## src/rtl/register_file.sv

```systemverilog
// register_file: 32 x N-bit register file, one write port, two independent read ports.
// Latency: writes commit on the rising clk edge; reads are combinational (0 cycles).
// Backpressure: none; a write is accepted on every clk edge where wr_ena=1 and rst=0.
//
// Ports:
//   clk                  - sole clock, all state updates on its rising edge
//   rst                  - asynchronous active-high reset, clears every register
//   wr_ena/wr_addr/wr_data - write port; writes to x00 are dropped
//   rd_addr0/rd_data0    - read port 0
//   rd_addr1/rd_data1    - read port 1
//
// Optional feature: define REGFILE_BYPASS_EN to forward wr_data onto a read
// port in the same cycle as the write to the register being read.
module register_file #(
  parameter int N = 32
) (
  input  logic         clk,
  input  logic         rst,
  input  logic         wr_ena,
  input  logic [4:0]   wr_addr,
  input  logic [N-1:0] wr_data,
  input  logic [4:0]   rd_addr0,
  output logic [N-1:0] rd_data0,
  input  logic [4:0]   rd_addr1,
  output logic [N-1:0] rd_data1
);

  // x00 has no storage; only x01..x31 are real flops.
  logic [N-1:0] regs_q [1:31];
  logic [N-1:0] regs_d [1:31];

  // One-hot write select; bit 0 is never generated so x00 writes vanish here.
  logic [31:1]  wr_sel;

  // Full 32-entry read view with x00 tied to zero, so read muxes index 0-31 directly.
  logic [N-1:0] rf_view [0:31];

  logic [N-1:0] rd_store0;
  logic [N-1:0] rd_store1;

  always_comb begin
    wr_sel = '0;
    for (int i = 1; i < 32; i++) begin
      wr_sel[i] = wr_ena && (wr_addr == 5'(i));
    end
  end

  always_comb begin
    for (int i = 1; i < 32; i++) begin
      regs_d[i] = wr_sel[i] ? wr_data : regs_q[i];
    end
  end

  always_ff @(posedge clk or posedge rst) begin
    if (rst) begin
      for (int i = 1; i < 32; i++) begin
        regs_q[i] <= '0;
      end
    end else begin
      for (int i = 1; i < 32; i++) begin
        regs_q[i] <= regs_d[i];
      end
    end
  end

  always_comb begin
    rf_view[0] = '0;
    for (int i = 1; i < 32; i++) begin
      rf_view[i] = regs_q[i];
    end
  end

  assign rd_store0 = rf_view[rd_addr0];
  assign rd_store1 = rf_view[rd_addr1];

`ifdef REGFILE_BYPASS_EN
  // Same-cycle forwarding, evaluated per port. x00 and reset never forward.
  logic fwd_ok;
  logic byp0;
  logic byp1;

  assign fwd_ok = wr_ena && (wr_addr != 5'd0) && !rst;
  assign byp0   = fwd_ok && (rd_addr0 == wr_addr);
  assign byp1   = fwd_ok && (rd_addr1 == wr_addr);

  always_comb begin
    rd_data0 = '0;
    rd_data1 = '0;
    if (!rst) begin
      rd_data0 = byp0 ? wr_data : rd_store0;
      rd_data1 = byp1 ? wr_data : rd_store1;
    end
  end
`else
  // Stored contents only; a read in the write cycle sees the old value.
  // Outputs are forced to zero during reset independent of flop update timing.
  always_comb begin
    rd_data0 = '0;
    rd_data1 = '0;
    if (!rst) begin
      rd_data0 = rd_store0;
      rd_data1 = rd_store1;
    end
  end
`endif

endmodule

```

## config.mk

```make
export PLATFORM = sky130hd
export DESIGN_NAME = register_file
export DESIGN_NICKNAME = d
export VERILOG_FILES = /design/src/rtl/register_file.sv
export SDC_FILE = /design/constraint.sdc
export NUM_CORES = 2
export LEC_CHECK = 0
export BUFFER_PORTS_ARGS = -buffer_cell sky130_fd_sc_hd__clkbuf_2
export CORE_MARGIN = 5
export CORE_UTILIZATION = 40
export DETAILED_ROUTE_END_ITERATION = 8
export GPL_TIMING_DRIVEN = 0
export REMOVE_ABC_BUFFERS = 1
export SYNTH_ARGS = -nofsm -noshare
export SYNTH_HDL_FRONTEND = slang
export SYNTH_SLANG_ARGS = --single-unit
```

## constraint.sdc

```tcl
create_clock -name clk -period 30 [get_ports clk]
set_input_delay 1.5 -clock clk [delete_from_list [all_inputs] [get_ports clk]]
set_output_delay 1.5 -clock clk [all_outputs]
set_load 0.01 [all_outputs]
```

# Yosys cells after proc, flatten, opt, wreduce, memory -nomap -nowiden
# Cells that the tools add are included.
[word_totals]
output_inout_bits = 64
inputBits = 50
wordCells = 105
reg_bits = 992
[classes]
reduce_logical = 31
n_mux = 8
eq_ne = 31
magnitude_cmp = 2
bitwise_logic = 2
[op_table]
columns = ["operator", "n"]
rows = [
  ["$bmux 32 s5", 2],
  ["$mux 32", 6],
  ["$eq 5x5->1 const B", 16],
  ["$eq 5x4->1 const B", 8],
  ["$logic_and 1x1->1", 31],
  ["$eq 5x3->1 const B", 4],
  ["$ge 6x6->1 const B", 2],
  ["$not 5->6", 2],
  ["$eq 5x2->1 const B", 2],
  ["$eq 5x1->1 const B", 1],
]

# Depth between registers and ports, before layout
[depth]
depth_word = 5
depth_mapped = 8
mapped_depth_nobuf = 4

# Worst setup path after synthesis
# OpenSTA, ideal clock, no wires.
[synth_timing]
path_kind = "input to output"
from = "input rd_addr1[0]"
to = "output rd_data1[21]"
cell_stages = 8
slack_ns = 25.381
arrival_ns = 3.119
path_cell_list = "buf_2 buf_2 nor2b_1 clkbuf_1 clkbuf_1 a221oi_1 o21ai_0 a221oi_1"
[synth_between]
elab_chain_cells = 5
[synth_lines]
columns = ["element", "line_no", "source"]
rows = [
  ["start, declared", "24", "input logic [4:0] rd_addr1,"],
  ["$not 5->6 (implied by the code)", "74", "assign rd_store1 = rf_view[rd_addr1];"],
  ["$bmux 32 s5", "74", ""],
  ["$mux 32 (implied by the code) (2 in a row)", "74", ""],
  ["$mux 32", "100", "if (!rst) begin"],
  ["end, declared", "25", "output logic [N-1:0] rd_data1"],
]
# No other way between the ends. The select of a mux whose other input is x is not followed.

# Final worst setup path
[layout_timing]
from = "input rd_addr0[1]"
to = "output rd_data0[19]"
[layout_between]
elab_chain_cells = 5
[layout_lines]
columns = ["element", "line_no", "source"]
rows = [
  ["start, declared", "22", "input logic [4:0] rd_addr0,"],
  ["$not 5->6 (implied by the code)", "73", "assign rd_store0 = rf_view[rd_addr0];"],
  ["$bmux 32 s5", "73", ""],
  ["$mux 32 (implied by the code) (2 in a row)", "73", ""],
  ["$mux 32", "100", ""],
  ["end, declared", "23", "output logic [N-1:0] rd_data0,"],
]
# No other way between the ends. The select of a mux whose other input is x is not followed.

==> results.toml <==
[worst_hold_path]
min_path_type = "flip-flop to flip-flop"
hp-start = "regs_q[619]$_DFFE_PP0P_"
hold_depth = 1

[route]
drtAntennaViolNets = 0
drt-initial-drc-count = 3044
viasPerCell = 6.40
wl_microns = 173000
routedWlPerCell_microns = 31.2
drt-pass1-iter-count = 5
dr_total_vias = 35599
drc = 0

[grt]
met2_usage_pct = 37.4
track_usage_pct = 24.0
grt_remaining_overflow = 0
grt_pass1_vias = 36294
use_met3_pct = 4.85
grt_max_degree = 128
antenna_found_initial = 3
grt_pass1_wl_microns = 255000
busiest_layer = "met2"
grt.met1_usage_pct = 34.8

[critical_path]
critical_path_class = "primary input to primary output"
reg2reg_slack_ns = 29.18
crit_slowest_cell = "a2111oi_1"
cp.arrival_ns = 5.55
cp.depth = 8
crit_chain = "clkbuf_8 -> buf_16 -> nor2b_4 -> buf_12 -> a221o_1 -> a221oi_1 -> a2111oi_1 -> clkbuf_2"
slowest_delay_ns = 1.30
reg2reg_depth = 1
startpoint_type = "primary input"
cp-end-kind = "primary output"
reg2reg_to = "regs_q[74]$_DFFE_PP0P_"
crit_family = "compound AO/OA/AOI/OAI gates"
reg2reg_from = "regs_q[74]$_DFFE_PP0P_"
endpoint = "rd_data0[19]"
worstPathMaxFanout = 70
required_ns = 28.50
critical_path_buf_inv_count = 4
critPathLaunch = "rd_addr0[1]"

[die]
placementRows = 134
die_h_microns = 376
initial_core_util_pct = 40.2
dieArea_sq_um = 142000
core_area_sq_um = 133000
pin_count = 114
die_w_microns = 376

[sta]
fin_worst_skew_ns = 0
final_critical_path_setup_slack_ns = 22.95
finalCriticalPeriod_ns = 7.05
max_freq_mhz = 142
rsz0062_at_grt = "false"
finalMaxSlewViolations = 2
holdWs_ns = 0.513
period_share_pct = 23.5
worst_slew_pin_slew_ns = 1.52
finalHoldViolations = 0
fin_setup_tns_ns = 0
maxSlewHeadroom_pct = -1.55
setup_viol = 0

[pwr]
power_density_nw_per_um2 = 64.9
p_leak_nw = 26.5
ir_worst_vdd_mv = 0.0491

[cells_and_area]
area_delta_synth_final_pct = 13.2
largest_reg_flops = 992
reg_top3 = "regs_q: 992 flops"
top_register = "regs_q"
layout-drive-gt1-share_pct = 48.4
fillers = 11999
nets = 3755

[yosys]
ys_ff_latch = 992
synth_area_leaders = "dfrtp_1 46%, mux2_2 24%, mux4_2 11%"
synth_top_area_share_pct = 46.3
async_flop_share_pct = 100
yosysUniqueCellTypes = 40
synthTopCellsByCount = "1,140 x mux2_2, 992 x dfrtp_1, 344 x mux2i_1, 271 x clkbuf_1, 260 x mux4_2"
synth_edf_count = 0
yosysSeqAreaShare_pct = 46.3
yosysMostFrequentCell = "mux2_2"
syn_inst = 3820
synth_largest_area_cell = "dfrtp_1"
ys.flop_type = "dfrtp_1"
avgSynthCellArea_sq_um = 14.0
yosysWarnings = 0
syn_area_sq_um = 53600

[status]
status = "finished, violations left"
failed_checks = "capacitance limit, slew limit"

[clock_network]
htree_levels = 3
post-cts-setup-buffers = 0
cts_buffers = 110
clockBufferDepth = 3
clock_latency_ns = 0.67
clk_pin_slew_ns = 0.06
ctsRootBufferMaster = "clkbuf_16"
ctsHoldBuffers = 0
cts.sinks = 992
cts_tree = "done"
cts-resized-gates = 0

[placement]
port-buffer-count = 113
dpl_worst_slack_ns = 23.08
dp_hpwl_microns = 101000
place.gp.congestion = 0.730

[flow_run]
maxCapViolations = 1
==> routing by layer <==
metal | part of all wire [%] | wire [microns]
met5 | 0.0075 | 13
met4 | 2.6 | 4430
met3 | 7.3 | 12700
met2 | 46 | 79400
met1 | 44 | 77000
==> power breakdown <==
part / internal (mW) / total, mW / switching, mW
Clock: 0.803 / 1.36 / 0.555
Combinational: 0.463 / 0.791 / 0.328
Sequential: 1.60 / 1.79 / 0.192
Total: 2.87 / 3.94 / 1.08
==> worst min path at each step <==
stage	endpoint	slack, ns
2_1_floorplan	regs_q[612]$_DFFE_PP0P_	0.48
3_3_place_gp	regs_q[636]$_DFFE_PP0P_	0.49
3_5_place_dp	regs_q[619]$_DFFE_PP0P_	0.50
4_1_cts	regs_q[612]$_DFFE_PP0P_	0.51
5_1_grt	regs_q[636]$_DFFE_PP0P_	0.53
6_report	regs_q[619]$_DFFE_PP0P_	0.51
==> placed cells by master (no fill, tap or decap), drive strengths merged <==
master / synthesis / final
mux2: 1154 / 1154
dfrtp: 992 / 992
mux2i: 344 / 344
clkbuf: 271 / 293
mux4: 260 / 260
a221oi: 126 / 126
a221o: 96 / 96
a21oi: 94 / 94
buf: 158 / 89
nand2: 46 / 46
nand2b: 36 / 36
nand3: 35 / 35
a2111oi: 33 / 33
a31oi: 31 / 31
o221ai: 31 / 31
o21ai: 31 / 31
a22oi: 30 / 30
clkinv: 1 / 18
nor2: 17 / 17
nor2b: 9 / 9
bufinv: 0 / 4
nor3: 4 / 4
and2: 4 / 4
nand4b: 3 / 3
or3: 3 / 3
nor3b: 2 / 2
a211oi: 2 / 2
inv: 2 / 2
diode: 0 / 1
nand3b: 1 / 1
o21ba: 1 / 1
o311ai: 1 / 1
o211ai: 1 / 1
nand4: 1 / 1
==> layout make-up <==
| cell class | instances | area [sq um] | area share (%) |
|---|---|---|---|
| antenna | 1 | 2.50 | 0.00412 |
| clock buffer | 180 | 3410 | 5.61 |
| clock inverter | 21 | 209 | 0.344 |
| inverter | 3 | 21.3 | 0.0350 |
| multi-input combinational | 2396 | 27300 | 44.9 |
| sequential | 992 | 24800 | 40.9 |
| tap | 1768 | 2210 | 3.64 |
| timing repair buffer | 202 | 2760 | 4.55 |
==> per-stage QoR <==
stage	util, %	power (mW)	std cells	cell area (sq um)
2_1_floorplan	-	2.32	3391	51800
3_3_place_gp	40.9	2.61	5272	54600
3_5_place_dp	42.8	2.60	5361	57100
4_1_cts	45.5	3.96	5562	60700
5_1_grt	45.5	4.12	5562	60700
6_report	45.5	3.94	5563	60700
==> logic make-up after synthesis <==
group / Yosys count / synth area share [%]
multiplexers: 1758 / 41.6
flip-flops: 992 / 46.3
AO/OA/AOI/OAI: 477 / 7.18
buffers and inverters: 432 / 3.48
AND/OR/NAND/NOR: 161 / 1.51
(Power assumes the default switching activity.)
